**src/rtl/hazard_ctrl_pkg.sv**
```systemverilog
// Shared core definitions for the pipeline hazard sequencer.
// Provides RV32I opcode constants, register-address width, the sequencer
// state encoding and the packed bundle of pipeline control strobes.
package hazard_ctrl_pkg;

  localparam int unsigned OPCODE_W       = 7;
  localparam int unsigned REG_ADDR_WIDTH = 5;

  localparam logic [OPCODE_W-1:0] OP_LOAD   = 7'b0000011;
  localparam logic [OPCODE_W-1:0] OP_STORE  = 7'b0100011;
  localparam logic [OPCODE_W-1:0] OP_BRANCH = 7'b1100011;
  localparam logic [OPCODE_W-1:0] OP_JAL    = 7'b1101111;
  localparam logic [OPCODE_W-1:0] OP_JALR   = 7'b1100111;

  typedef enum logic [1:0] {
    HZ_RUN        = 2'd0,
    HZ_MEM_WAIT   = 2'd1,
    HZ_REDIR_PEND = 2'd2
  } hz_state_e;

  // Hold/flush strobes towards the stage registers.
  typedef struct packed {
    logic stall_pc;
    logic stall_ifid;
    logic stall_idex;
    logic stall_exmem;
    logic flush_ifid;
    logic flush_idex;
    logic mem_timeout;
  } hz_ctrl_t;

endpackage

```
**src/rtl/hazard_ctrl_if.sv**
```systemverilog
// Bundle between the pipeline stage registers and the hazard sequencer.
// master: pipeline side (drives EX/ID operand info, redirect, dmem status).
// slave : hazard_ctrl (drives stall/flush strobes, timeout pulse, counters).
interface hazard_ctrl_if #(
  parameter int unsigned CNT_WIDTH = 16
);
  import hazard_ctrl_pkg::*;

  logic [OPCODE_W-1:0]       op_code_idex;
  logic                      gpr_we_idex;
  logic [REG_ADDR_WIDTH-1:0] addr_rd_idex;
  logic [REG_ADDR_WIDTH-1:0] addr_rs1_id;
  logic [REG_ADDR_WIDTH-1:0] addr_rs2_id;
  logic                      rs1_used_id;
  logic                      rs2_used_id;
  logic                      jump_en;
  logic                      dmem_req;
  logic                      dmem_ready;

  logic                      stall_pc;
  logic                      stall_ifid;
  logic                      stall_idex;
  logic                      stall_exmem;
  logic                      flush_ifid;
  logic                      flush_idex;
  logic                      mem_timeout;
  logic [CNT_WIDTH-1:0]      cnt_stall;
  logic [CNT_WIDTH-1:0]      cnt_flush;

  modport master (
    output op_code_idex, gpr_we_idex, addr_rd_idex, addr_rs1_id, addr_rs2_id,
           rs1_used_id, rs2_used_id, jump_en, dmem_req, dmem_ready,
    input  stall_pc, stall_ifid, stall_idex, stall_exmem, flush_ifid,
           flush_idex, mem_timeout, cnt_stall, cnt_flush
  );

  modport slave (
    input  op_code_idex, gpr_we_idex, addr_rd_idex, addr_rs1_id, addr_rs2_id,
           rs1_used_id, rs2_used_id, jump_en, dmem_req, dmem_ready,
    output stall_pc, stall_ifid, stall_idex, stall_exmem, flush_ifid,
           flush_idex, mem_timeout, cnt_stall, cnt_flush
  );

endinterface

```
**src/rtl/hazard_ctrl_sat_counter.sv**
```systemverilog
// Saturating up-counter for performance events.
// Ports: clk, rst_n (async active-low clear), inc (count this cycle),
//        q (count, sticks at all-ones).
module sat_counter #(
  parameter int unsigned CNT_WIDTH = 16
) (
  input  logic                 clk,
  input  logic                 rst_n,
  input  logic                 inc,
  output logic [CNT_WIDTH-1:0] q
);

  always_ff @(posedge clk or negedge rst_n) begin
    if (!rst_n) begin
      q <= '0;
    end else if (inc && (q != '1)) begin
      q <= q + CNT_WIDTH'(1);
    end
  end

endmodule

```
**src/rtl/hazard_ctrl.sv**
```systemverilog
// Pipeline sequencer for the 5-stage RV32I core: load-use bubble insertion,
// EX redirect flushes, whole-pipe freeze on multi-cycle data-memory access
// with a bounded wait, plus stall-cycle and redirect-event counters.
// Ports: clk, rst_n (async active-low), hz (slave side of hazard_ctrl_if).
// Control strobes are Mealy (state + current inputs); counters are registered.
module hazard_ctrl
  import hazard_ctrl_pkg::*;
#(
  parameter int unsigned MEM_TIMEOUT = 255,
  parameter int unsigned CNT_WIDTH   = 16
) (
  input  logic          clk,
  input  logic          rst_n,
  hazard_ctrl_if.slave  hz
);

  localparam int unsigned TIMER_W = $clog2(MEM_TIMEOUT + 1);

  hz_state_e          state_q, state_d;
  logic [TIMER_W-1:0] timer_q, timer_d;
  logic               pend_q, pend_d;
  hz_ctrl_t           ctrl_c;
  logic               load_use_c;

  // Load in EX whose rd (never x0) feeds a source the ID instruction reads.
  assign load_use_c = (hz.op_code_idex == OP_LOAD) && hz.gpr_we_idex &&
                      (hz.addr_rd_idex != '0) &&
                      ((hz.rs1_used_id && (hz.addr_rs1_id == hz.addr_rd_idex)) ||
                       (hz.rs2_used_id && (hz.addr_rs2_id == hz.addr_rd_idex)));

  // State, wait timer and deferred-redirect flag.
  always_ff @(posedge clk or negedge rst_n) begin
    if (!rst_n) begin
      state_q <= HZ_RUN;
      timer_q <= '0;
      pend_q  <= 1'b0;
    end else begin
      state_q <= state_d;
      timer_q <= timer_d;
      pend_q  <= pend_d;
    end
  end

  // Next state and Mealy strobes; strobes are forced low while reset is held.
  always_comb begin
    state_d = state_q;
    timer_d = timer_q;
    pend_d  = pend_q;
    ctrl_c  = '0;
    if (rst_n) begin
      case (state_q)
        HZ_RUN: begin
          if (hz.dmem_req && !hz.dmem_ready) begin
            ctrl_c.stall_pc    = 1'b1;
            ctrl_c.stall_ifid  = 1'b1;
            ctrl_c.stall_idex  = 1'b1;
            ctrl_c.stall_exmem = 1'b1;
            state_d            = HZ_MEM_WAIT;
            timer_d            = TIMER_W'(1);
            // A redirect seen while freezing is replayed on release.
            pend_d             = hz.jump_en;
          end else if (hz.jump_en) begin
            ctrl_c.flush_ifid = 1'b1;
            ctrl_c.flush_idex = 1'b1;
          end else if (load_use_c) begin
            ctrl_c.stall_pc   = 1'b1;
            ctrl_c.stall_ifid = 1'b1;
            ctrl_c.flush_idex = 1'b1;
          end
        end
        HZ_MEM_WAIT: begin
          if (hz.dmem_ready || (timer_q == TIMER_W'(MEM_TIMEOUT))) begin
            ctrl_c.mem_timeout = !hz.dmem_ready;
            ctrl_c.flush_ifid  = pend_q;
            ctrl_c.flush_idex  = pend_q;
            pend_d             = 1'b0;
            timer_d            = '0;
            state_d            = HZ_RUN;
          end else begin
            ctrl_c.stall_pc    = 1'b1;
            ctrl_c.stall_ifid  = 1'b1;
            ctrl_c.stall_idex  = 1'b1;
            ctrl_c.stall_exmem = 1'b1;
            timer_d            = timer_q + TIMER_W'(1);
          end
        end
        default: begin
          state_d = HZ_RUN;
        end
      endcase
    end
  end

  assign hz.stall_pc    = ctrl_c.stall_pc;
  assign hz.stall_ifid  = ctrl_c.stall_ifid;
  assign hz.stall_idex  = ctrl_c.stall_idex;
  assign hz.stall_exmem = ctrl_c.stall_exmem;
  assign hz.flush_ifid  = ctrl_c.flush_ifid;
  assign hz.flush_idex  = ctrl_c.flush_idex;
  assign hz.mem_timeout = ctrl_c.mem_timeout;

  // stall_pc marks every lost cycle; flush_ifid marks every redirect event.
  sat_counter #(.CNT_WIDTH(CNT_WIDTH)) u_cnt_stall (
    .clk   (clk),
    .rst_n (rst_n),
    .inc   (ctrl_c.stall_pc),
    .q     (hz.cnt_stall)
  );

  sat_counter #(.CNT_WIDTH(CNT_WIDTH)) u_cnt_flush (
    .clk   (clk),
    .rst_n (rst_n),
    .inc   (ctrl_c.flush_ifid),
    .q     (hz.cnt_flush)
  );

endmodule

```
**src/flat_wrapper.sv**
```systemverilog
// flat-port wrapper written by rule: the top's interface ports become plain ports
module hazard_ctrl_flat import hazard_ctrl_pkg::*;
#(
  parameter int unsigned MEM_TIMEOUT = 255,
  parameter int unsigned CNT_WIDTH   = 16
)
  (clk, rst_n, hz_op_code_idex, hz_gpr_we_idex, hz_addr_rd_idex, hz_addr_rs1_id, hz_addr_rs2_id, hz_rs1_used_id, hz_rs2_used_id, hz_jump_en, hz_dmem_req, hz_dmem_ready, hz_stall_pc, hz_stall_ifid, hz_stall_idex, hz_stall_exmem, hz_flush_ifid, hz_flush_idex, hz_mem_timeout, hz_cnt_stall, hz_cnt_flush);
  hazard_ctrl_if #(.CNT_WIDTH(CNT_WIDTH)) hz_i ();
  input  logic clk;
  input  logic rst_n;
  input wire logic [$bits(hz_i.op_code_idex)-1:0] hz_op_code_idex;
  input wire logic [$bits(hz_i.gpr_we_idex)-1:0] hz_gpr_we_idex;
  input wire logic [$bits(hz_i.addr_rd_idex)-1:0] hz_addr_rd_idex;
  input wire logic [$bits(hz_i.addr_rs1_id)-1:0] hz_addr_rs1_id;
  input wire logic [$bits(hz_i.addr_rs2_id)-1:0] hz_addr_rs2_id;
  input wire logic [$bits(hz_i.rs1_used_id)-1:0] hz_rs1_used_id;
  input wire logic [$bits(hz_i.rs2_used_id)-1:0] hz_rs2_used_id;
  input wire logic [$bits(hz_i.jump_en)-1:0] hz_jump_en;
  input wire logic [$bits(hz_i.dmem_req)-1:0] hz_dmem_req;
  input wire logic [$bits(hz_i.dmem_ready)-1:0] hz_dmem_ready;
  output wire logic [$bits(hz_i.stall_pc)-1:0] hz_stall_pc;
  output wire logic [$bits(hz_i.stall_ifid)-1:0] hz_stall_ifid;
  output wire logic [$bits(hz_i.stall_idex)-1:0] hz_stall_idex;
  output wire logic [$bits(hz_i.stall_exmem)-1:0] hz_stall_exmem;
  output wire logic [$bits(hz_i.flush_ifid)-1:0] hz_flush_ifid;
  output wire logic [$bits(hz_i.flush_idex)-1:0] hz_flush_idex;
  output wire logic [$bits(hz_i.mem_timeout)-1:0] hz_mem_timeout;
  output wire logic [$bits(hz_i.cnt_stall)-1:0] hz_cnt_stall;
  output wire logic [$bits(hz_i.cnt_flush)-1:0] hz_cnt_flush;
  assign hz_i.op_code_idex = hz_op_code_idex;
  assign hz_i.gpr_we_idex = hz_gpr_we_idex;
  assign hz_i.addr_rd_idex = hz_addr_rd_idex;
  assign hz_i.addr_rs1_id = hz_addr_rs1_id;
  assign hz_i.addr_rs2_id = hz_addr_rs2_id;
  assign hz_i.rs1_used_id = hz_rs1_used_id;
  assign hz_i.rs2_used_id = hz_rs2_used_id;
  assign hz_i.jump_en = hz_jump_en;
  assign hz_i.dmem_req = hz_dmem_req;
  assign hz_i.dmem_ready = hz_dmem_ready;
  assign hz_stall_pc = hz_i.stall_pc;
  assign hz_stall_ifid = hz_i.stall_ifid;
  assign hz_stall_idex = hz_i.stall_idex;
  assign hz_stall_exmem = hz_i.stall_exmem;
  assign hz_flush_ifid = hz_i.flush_ifid;
  assign hz_flush_idex = hz_i.flush_idex;
  assign hz_mem_timeout = hz_i.mem_timeout;
  assign hz_cnt_stall = hz_i.cnt_stall;
  assign hz_cnt_flush = hz_i.cnt_flush;
  hazard_ctrl #(.MEM_TIMEOUT(MEM_TIMEOUT), .CNT_WIDTH(CNT_WIDTH)) u_core (.clk(clk), .rst_n(rst_n), .hz(hz_i));
endmodule
```
**config.mk**
```make
export PLATFORM = sky130hd
export DESIGN_NAME = hazard_ctrl_flat
export DESIGN_NICKNAME = d
export VERILOG_FILES = /design/src/rtl/hazard_ctrl_pkg.sv /design/src/rtl/hazard_ctrl_if.sv /design/src/rtl/hazard_ctrl_sat_counter.sv /design/src/rtl/hazard_ctrl.sv /design/src/flat_wrapper.sv
export SDC_FILE = /design/constraint.sdc
export NUM_CORES = 1
export LEC_CHECK = 0
export BUFFER_PORTS_ARGS = -buffer_cell sky130_fd_sc_hd__clkbuf_2
export CORE_UTILIZATION = 52
export CTS_BUF_LIST = sky130_fd_sc_hd__clkbuf_16
export DETAILED_ROUTE_END_ITERATION = 8
export GPL_TIMING_DRIVEN = 0
export PLACE_DENSITY_LB_ADDON = 0.3
export SYNTH_ARGS = -nofsm -noshare
export SYNTH_HDL_FRONTEND = slang
export SYNTH_SLANG_ARGS = --single-unit
```
**constraint.sdc**
```tcl
create_clock -name clk -period 2.8 [get_ports clk]
set_clock_uncertainty 0.1 [all_clocks]
set_input_delay 0.42 -clock clk [delete_from_list [all_inputs] [get_ports clk]]
set_output_delay 0.42 -clock clk [all_outputs]
set_load 0.02 [all_outputs]
```
* After elaboration in Yosys (flattened, before gate mapping)
Index checks and enable logic that the tools add are counted.
Operators by class: add/sub/neg operators 3, equal/unequal tests 9, mux-type cells 22, reduce and logical (&&, ||, !) cells 17
Operators with widths (number):
- $add 16x1->16 const B | 2
- $ne 16x16->1 const B | 2
- $mux 8 | 2
- $pmux 8 s2 | 1
- $mux 2 | 7
- $pmux 6 s2 | 1
- $eq 5x5->1 | 2
- $add 8x1->8 const B | 1
- $eq 8x8->1 const B | 1
- $logic_and 1x1->1 | 8
- $eq 7x2->1 const B | 1
- $mux 7 | 1
- $mux 1 | 6
- $reduce_and 3->1 | 2
- $reduce_bool 5->1 | 1
- $mux 4 | 1
- $ne 2x1->1 const B | 2
- $pmux 2 s2 | 1
- $reduce_and 4->1 | 1
- $mux 3 | 1
- $eq 2x1->1 const B | 1
- $logic_not 2->1 | 1
- $logic_or 1x1->1 | 2
- $pmux 1 s2 | 1
- other kinds (2) | 2
Word-level totals: flip-flop bits (word level) 43, input bits 30, output and inout bits 39, logic and storage cells 56

* Longest topological paths before layout
Gate-level depths: netlist (run 1).
depth in word-level cells 10, depth in mapped cells 8, depth with buffers taken out 7

* Hierarchy
A second synthesis (run 1) with hierarchy kept.
Second synthesis, totals: cell total of the unflattened synthesis 238, area total of the unflattened synthesis 2491.1 um^2
Modules (own cells, without submodules):
- sat_counter | instances 2, cells each 72, area each 859.6 um^2, sequential area each 400.4 um^2
- hazard_ctrl | instances 1, cells each 94, area each 772.0 um^2, sequential area each 250.2 um^2

* Worst setup path before layout (run 1)
OpenSTA, ideal clock, no wires.
path type input -> output, from in hz_addr_rd_idex[1], to out hz_flush_idex, arrival 1729 ps, required time 2280 ps, setup slack 551 ps, cell stages on the path 6, path buffers 0, cell sequence xnor2_1 nand4_1 o22ai_1 a21o_2 nand2_1 a21boi_0
Between the ends: longest elaborated chain between the ends 9, elaborated cells between the ends (all ways) 13, classes of those cells 2 x eq/ne; 5 x mux; 6 x reduce/logical
Ends and longest elaborated chain:
- start: declaration | RTL line flat_wrapper.sv:13 | input wire logic [$bits(hz_i.addr_rd_idex)-1:0] hz_addr_rd_idex;
- $eq 5x5->1 (on tied branches) | RTL line hazard_ctrl.sv:28, hazard_ctrl.sv:29
- $logic_and 1x1->1 (on tied branches) | RTL line hazard_ctrl.sv:28, hazard_ctrl.sv:29
- $logic_or 1x1->1 | RTL line hazard_ctrl.sv:28 | ((hz.rs1_used_id && (hz.addr_rs1_id == hz.addr_rd_idex)) ||
- $logic_and 1x1->1 (*) | RTL line hazard_ctrl.sv:27 | (hz.addr_rd_idex != '0) &&
- $mux 1 (*) | RTL line hazard_ctrl.sv:65 | end else if (load_use_c) begin
- $mux 1 (*) | RTL line hazard_ctrl.sv:62 | end else if (hz.jump_en) begin
- $mux 2 (*) | RTL line hazard_ctrl.sv:53 | if (hz.dmem_req && !hz.dmem_ready) begin
- $pmux 6 s2 (*) | RTL line hazard_ctrl.sv:51 | case (state_q)
- $mux 7 (*) | RTL line hazard_ctrl.sv:50 | if (rst_n) begin
- end: declaration | RTL line flat_wrapper.sv:26 | output wire logic [$bits(hz_i.flush_idex)-1:0] hz_flush_idex;
Mark *: on every way between the ends. The rest lies on a longest branch, timed or not.

* Worst setup path in the final report (run 1)
from reg u_core.timer_q[0], to out hz_stall_pc
Between the ends: longest elaborated chain between the ends 5
Ends and longest elaborated chain:
- start: declaration | RTL line hazard_ctrl.sv:20 | logic [TIMER_W-1:0] timer_q, timer_d;
- start signal: assignment | RTL line hazard_ctrl.sv:39 | timer_q <= timer_d;
- $eq 8x8->1 | RTL line hazard_ctrl.sv:72 | if (hz.dmem_ready || (timer_q == TIMER_W'(MEM_TIMEOUT))) begin
- $logic_or 1x1->1 | RTL line hazard_ctrl.sv:72
- $mux 4 | RTL line hazard_ctrl.sv:72
- $pmux 6 s2 | RTL line hazard_ctrl.sv:51
- $mux 7 | RTL line hazard_ctrl.sv:50
- end: declaration | RTL line flat_wrapper.sv:21 | output wire logic [$bits(hz_i.stall_pc)-1:0] hz_stall_pc;
No other way between the ends.

==> run summary, run 1 <==
The run finished with clean final reports. The layout filler cell count is 340. The number of standard cells after synthesis is 235. The worst setup path is captured at an output port. The first-pass GRT wire length is 8340 um. The number of global-route vias before repair is 1928. The width of the die is 69.3 um. The warning count from the yosys run came out at 0.

The total global routing overflow is 0. Traced cell by cell, the critical path runs through ha_1, and3_1, a31oi_2, a41o_4, buf_4, clkbuf_2. In the final layout, the multi-input gates occupy 0.00123 mm^2. The root cell of the clock tree is sky130_fd_sc_hd__clkbuf_16.

The number of top-level design ports is 69. The later pin in the worst-skew pair is clocked with a latency of 280 ps. The die height is 69.3 um. The sequential cells in the finished layout cover a total of 0.00105 mm^2. The cell area that synthesis handed to floorplanning was 0.00235 mm^2.

The number of antenna violations at the first check in global routing came out at 0. The maximum fanout encountered on the critical timing path came out at 7. The total of flip-flops plus latches after synthesis came out at 42.

The synthesized netlist net count is 268. The first detailed-routing pass took 4 iterations. The power density over cell area came out at 666 mW/mm^2. The area of the die came out at 0.00480 mm^2. The number of endpoints failing setup at the final stage is 0. By startpoint and endpoint, the worst setup path is classified as register to output port.

Using the TritonRoute via totals, the vias-per-cell ratio works out to 5.51. Once the floorplan was initialized, standard cells occupied 54.1% of the core. Among all stages on the critical path, the largest delay is contributed by sky130_fd_sc_hd__a31oi_2. Summed over all cells, the static leakage comes to 1.47 nW. At the end of the flow the core is filled with cells to 68.5%. In the global route stage, overall resource usage came out at 21.5%.

The slew at the pin with the worst max-slew slack came out at 557 ps. The half-perimeter wire length of the detailed placement result is 3550 um. The total buffers and inverters traversed by the critical path came out at 2. The number of clock sinks seen by CTS is 42. The worst pin sits at a relative slew slack of 62.5%. Data on the critical path arrives at its endpoint at 2110 ps. At the end of routability-driven placement, the weighted congestion stood at 0.850. For this run, design rule violations remaining after detail routing come to 0.

The completed layout was analyzed and its total power is 1.99 mW. On the critical path the largest part of the delay comes from compound AO/OA/AOI/OAI gates. The number of clock buffers inserted by TritonCTS is 5. The detailed router placed 2007 vias in this run. For this run, the leading register cell type out of synthesis is sky130_fd_sc_hd__dfrtp_1. The routed wire length is 4980 um. The pin count of the biggest net entering global routing came out at 43.

The initial detailed-routing violation count came out at 76. Setup repair after global routing left no endpoint under its margin. For this run, the post-layout net count is 344.

The number of distinct library cells after synthesis came out at 44. The area growth from synthesis to layout is 26.7%. The synthesized design contains 0 enable-type register cells. Counting along the longest clock path gives a buffer depth of 2.

The sequential cell area fraction in the yosys report is 44.7%. The stage delay of the slowest cell on the critical path is 450 ps. The number of buffers inserted by port buffering came out at 68. The number of setup buffers added after CTS came out at 0. The worst supply voltage drop on vdd is 0.000501 V.

The residual antenna-violating net count after detailed routing came out at 0. Data on the critical path is required at its endpoint by 2280 ps. The repair_antennas step left the layout with diodes totalling 0. The H-tree level count came out at 2. The category of the worst setup path launch point is a register. The share of async-settable or async-resettable flops after synthesis is 100%. The reported max-cap violation count came out at 0. The path category of the worst min-delay check is input port to async pin. TritonCTS built the clock tree.

The number of slew-limit violations in the final report came out at 0. The average size of a mapped cell is 10.0 um^2. In the final layout, the share of cells above drive strength 1 is 30.4%. The worst path uses 93.9% of the clock period. The per-cell routed wire length is 13.7 um. After clock tree synthesis, the clock-pin slew on the worst setup and hold paths is 60 ps. The number of hold violations in the final report came out at 0. The smallest clock period supported by the final layout is computed as 2630 ps. The number of core rows came out at 24.

The highest achievable clock rate came out at 0.380 GHz. The core outline area came out at 0.00435 mm^2.
-- where the power goes --
part | switching (mW) | internal (mW)
Clock | 0.230 | 0.512
Combinational | 0.272 | 0.189
Sequential | 0.0974 | 0.686
Total | 0.600 | 1.39
-- metrics by stage --
stage | hold WS, ps | area, um^2 | setup slack, ps | cells | setup TNS, ps
floorplan | 24.4 | 2350 | 551 | 235 | 0
global placement | 381 | 2760 | -475 | 355 | -6060
detailed placement | 387 | 2760 | -487 | 355 | -6550
CTS | 16.5 | 2980 | 158 | 364 | 0
global route | 27.2 | 2980 | 102 | 364 | 0
finish | 6.88 | 2980 | 170 | 364 | 0
-- final timing paths --
check,depth (start not counted),to,slack [ps],start
max,6,hz_stall_pc,170,u_core.timer_q[0]$_DFFE_PN0P_
min,2,u_core.u_cnt_stall.q[15]$_DFFE_PN0P_,7,rst_n
max reg2reg,8,u_core.u_cnt_flush.q[4]$_DFFE_PN0P_,540,u_core.timer_q[0]$_DFFE_PN0P_
min reg2reg,1,u_core.u_cnt_stall.q[15]$_DFFE_PN0P_,390,u_core.u_cnt_stall.q[15]$_DFFE_PN0P_
max in group asynchronous,2,u_core.u_cnt_flush.q[3]$_DFFE_PN0P_,2380,rst_n
min in group clk,3,u_core.pend_q$_DFFE_PN0P_,350,hz_jump_en
-- kinds of logic after synthesis --
| family | synth area share (%) |
|---|---|
| AO/OA/AOI/OAI | 9.84 |
| XOR/XNOR | 16.4 |
| adder cells (fa/ha/maj) | 1.60 |
| buffers and inverters | 2.92 |
| flip-flops | 44.7 |
| multiplexers | 1.12 |
| AND/OR/NAND/NOR | 23.5 |
-- per-layer routing --
| metal | GRT usage (%) | up-vias | part of all wire (%) |
|---|---|---|---|
| li1 | - | 984 | - |
| met1 | 26.4 | 965 | 43 |
| met2 | 37.3 | 49 | 52 |
| met3 | 3.63 | 9 | 3.1 |
| met4 | 8.84 | 0 | 1.7 |
| met5 | 0 | - | 0 |
-- sequential cells by signal, indices dropped and copies added, names as in the netlist --
signal and flops:
u_core.u_cnt_stall.q 16, u_core.pend_q 1, u_core.timer_q 8, u_core.state_q 1, u_core.u_cnt_flush.q 16
-- timing repair --
action	in CTS	in global routing
resized for setup	2	0
hold endpoints to repair	42	0
endpoints found under the setup margin	10	0
hold buffers	1	0
-- cells in the final DEF (no fill, tap or decap), types with 5 or more instances in the layout --
cell type                   instances
sky130_fd_sc_hd__inv_1              7
sky130_fd_sc_hd__and3_1             9
sky130_fd_sc_hd__nand2_1           24
sky130_fd_sc_hd__clkbuf_2          67
sky130_fd_sc_hd__nor3_1             6
sky130_fd_sc_hd__xor2_1            15
sky130_fd_sc_hd__nor2_1            21
sky130_fd_sc_hd__nand3_1           14
sky130_fd_sc_hd__clkbuf_16          5
sky130_fd_sc_hd__nand4_1           18
sky130_fd_sc_hd__xnor2_1           29
sky130_fd_sc_hd__dfrtp_1           42
-- synthesized netlist by cell type, drive strengths merged (4+ instances only) --
cell / count / area share, %
nor2b: 4 / 1.1
nand2: 24 / 3.8
o21ai: 4 / 0.85
nor2: 21 / 3.3
inv: 8 / 1.3
nor3: 6 / 1.3
xnor2: 29 / 11
dfrtp: 42 / 45
and3: 9 / 2.4
buf: 4 / 1.2
xor2: 15 / 5.6
nand4: 18 / 4.8
nand3: 14 / 3.0
-- area by class of cell --
class                           count  share of cell area (%)
Buffer                              7                    1.30
Sequential cell                    42                    35.2
Clock inverter                      3                    2.31
Multi-Input combinational cell    178                    41.4
Tap cell                           52                    2.18
Timing Repair Buffer               69                    12.4
Clock buffer                        5                    4.20
Inverter                            8                    1.01
Note: power is estimated with default switching activity, not from simulation.
==> run 2: changes to the inputs <==
Settings changed: ABC_CLOCK_PERIOD_IN_PS set to 3200, CORE_UTILIZATION 52 to 55, SLEW_MARGIN set to 15.
Clock period 2.8 ns to 3.2 ns, I/O delays scaled along.
==> run summary, run 2 (same netlist as run 1, synthesis figures left out) <==
The relative contribution of combinational cells to total power came out at 25.7%. The half-perimeter wire length of the detailed placement result came out at 3810 um. The number of clock sinks seen by CTS is 42. The number of cells traversed by the worst register-to-register path is 8. The number of core rows is 23. Summed over all cells, the static leakage comes to 1.44 nW. The number of antenna violations at the first check in global routing is 0.

The H-tree level count is 2. After detailed routing, the number of remaining DRC violations is 0. In this run the critical register-to-register path is launched from u_core.timer_q[0]$_DFFE_PN0P_. The required time at the worst-slack endpoint came out at 2620 ps. The tool flagged a number of max-cap violations equal to 0. For the pin with the worst max-slew slack, the measured transition is 535 ps.

Cells fill 71.5% of the core in the end. The layout filler cell count came out at 306. The number of hold violations in the final report came out at 0.

The number of slew-limit violations in the final report came out at 0. Among cell families on the critical path, the largest total delay comes from buffers and inverters. The maximum count of clock buffers along a single path is 2. The die is 67.4 um wide. The clock period minus worst slack came out at 2940 ps. The category of the most critical setup path is input port to output port. The total buffers and inverters traversed by the critical path came out at 4. Setup repair after global routing left no endpoint under its margin. The net switching share of the total power came out at 33.4%. The signal on the critical path passes through buf_4, buf_2, nor2b_1, o21ai_0, a31oi_2, a41o_4, buf_4, clkbuf_2.

The cell-internal power is 1.05 mW. The post-detailed-route via-to-cell ratio is 5.58. The final estimated routing congestion in global placement came out at 0.838.

The highest achievable clock rate is 0.340 GHz. The per-cell routed wire length came out at 14.1 um. The first-pass GRT wire length is 8220 um.

The clock tree from TritonCTS is done. The largest individual stage delay along the critical path comes from the cell sky130_fd_sc_hd__buf_4. The detail route stage leaves a number of antenna-violating nets equal to 0. The number of optimization iterations in the first detailed-route pass is 4. In the layout the commonest cells are sky130_fd_sc_hd__clkbuf_2, sky130_fd_sc_hd__dfrtp_1, sky130_fd_sc_hd__xnor2_1.

The period utilization came out at 92.0%. By instance count, the cell type seen most on the critical path is sky130_fd_sc_hd__buf_4. The worst setup slack for register-to-register paths is 950 ps.

The total global routing overflow came out at 0. Clock-pin slew was measured on the worst setup and hold paths at 60 ps. The initial detailed-routing violation count is 121. During I/O placement, the number of pins put on the boundary was 69. The stage delay of the slowest cell on the critical path is 430 ps. Across every metal layer, demand over resource in global routing totals 24.2%. The number of antenna diodes came out at 0. In this run, the clock network consumes 30.6% of the power. During placement, the flow inserted port buffers numbering 68. The area of the die is 0.00454 mm^2. STA classifies the critical path endpoint as an output port. For the worst setup path, the data arrival time is 2360 ps. The number of cells on the critical path is 8. Dividing total power by cell area gives a power density of 543 mW/mm^2.

The core outline area came out at 0.00406 mm^2. STA classifies the critical path startpoint as an input port. The hold buffer count at cts is 0.

The headroom to the max-slew limit came out at 63.9%. The effective utilization at floorplan came out at 58.0%. The worst supply voltage drop on vdd came out at 0.000399 V. Setup violations remaining at the end of the flow were counted as 0.

The pin count of the biggest net entering global routing is 44. The fraction of power consumed by sequential logic is 43.7%. The total power of the final layout is 1.58 mW. The clock network latency to the later pin of the worst-skew pair came out at 280 ps. In this run the post-CTS setup repair buffer count came out at 0. The tree is rooted in a sky130_fd_sc_hd__clkbuf_16. The most critical setup path has its endpoint at hz_stall_pc. The path category of the worst min-delay check is input port to async pin.

At the end of the flow, the number of nets in the layout was 343. The total negative setup slack came out at 0 ps. The maximum fanout encountered on the critical timing path is 43. The total number of vias is 2013. The die height came out at 67.4 um. The reg-to-reg critical path endpoint is u_core.u_cnt_flush.q[14]$_DFFE_PN0P_. The area growth from synthesis to layout came out at 23.3%.

Leaving out fill and tap cells, the most frequent cell in the layout is sky130_fd_sc_hd__clkbuf_2. The run finished with clean final reports. The share of post-route cells with drive strength above 1 came out at 29.9%.

The switching power came out at 0.527 mW. The number of global-route vias before repair is 1900. In the final layout, the registers with the most flip-flops are u_core.u_cnt_flush.q (16), u_core.u_cnt_stall.q (16), u_core.timer_q (8). The number of clock buffers inserted by TritonCTS is 5.

The most critical setup path has its startpoint at rst_n. The routed wire length is 5100 um.
## run 2: cell types whose count changed in the layout (fill, tap and decap cells not counted), sizes merged
cell / delta
clkbuf: -1
clkinv: +1
inv: +1
bufinv: -2
## run 2: layout make-up
type	instances	area, um^2	area share (%)
multi-input combinational	178	1230	42.5
sequential	42	1050	36.2
timing repair buffer	68	343	11.8
clock buffer	5	125	4.31
tap	50	62.6	2.16
buffer	7	38.8	1.34
inverter	8	30.0	1.03
clock inverter	3	17.5	0.604
## run 2: per-stage QoR
stage                     cell area, um^2  cells  setup WS, ps  hold slack (ps)
after detailed placement             2760    353          -179              385
after global routing                 2900    361          27.3              120
after floorplan                      2350    235           831             84.4
after CTS                            2900    361           165              139
after global placement               2760    353          -166              379
final                                2900    361           257             72.0
## run 2: power by group through the flow
stage                     Combinational (mW)  Clock [mW]  Sequential, mW
final                                  0.405       0.482           0.688
after global routing                   0.445       0.513           0.699
after CTS                              0.408       0.490           0.687
after detailed placement               0.404           0           0.694
after global placement                 0.390           0           0.690
after floorplan                        0.193           0           0.752
## run 2: timing repair
item                                    in CTS  in global routing
endpoints found under the hold margin        0                  0
resized for setup                            1                  1
endpoints found under the setup margin       3                  1
## run 2: worst min-delay path by stage
stage	from	to	slack, ps	cells past startpoint
after floorplan	rst_n	u_core.pend_q$_DFFE_PN0P_	80	0
after global placement	u_core.u_cnt_flush.q[7]$_DFFE_PN0P_	u_core.u_cnt_flush.q[7]$_DFFE_PN0P_	380	1
after detailed placement	u_core.u_cnt_flush.q[7]$_DFFE_PN0P_	u_core.u_cnt_flush.q[7]$_DFFE_PN0P_	390	1
after CTS	rst_n	u_core.u_cnt_stall.q[0]$_DFFE_PN0P_	140	1
after global routing	rst_n	u_core.u_cnt_stall.q[11]$_DFFE_PN0P_	120	1
final	rst_n	u_core.u_cnt_stall.q[0]$_DFFE_PN0P_	70	1
## run 2: worst reg2reg max path, cell delays in order (launching register included)
cell and delay [ps]:
sky130_fd_sc_hd__dfrtp_1 400, sky130_fd_sc_hd__ha_1 250, sky130_fd_sc_hd__and3_1 240, sky130_fd_sc_hd__a21o_1 170, sky130_fd_sc_hd__a41o_2 260, sky130_fd_sc_hd__a21boi_4 240
sky130_fd_sc_hd__buf_4 200, sky130_fd_sc_hd__nand4_1 120, sky130_fd_sc_hd__xnor2_1 150
## run 2: metal layers
layer / wire length [um] / vias up / track usage (%)
met3: 308 / 7 / 5.74
met4: 60 / 0 / 8.24
met5: 0 / - / 0
met2: 2540 / 72 / 43.1
met1: 2190 / 953 / 28.2
li1: - / 981 / -
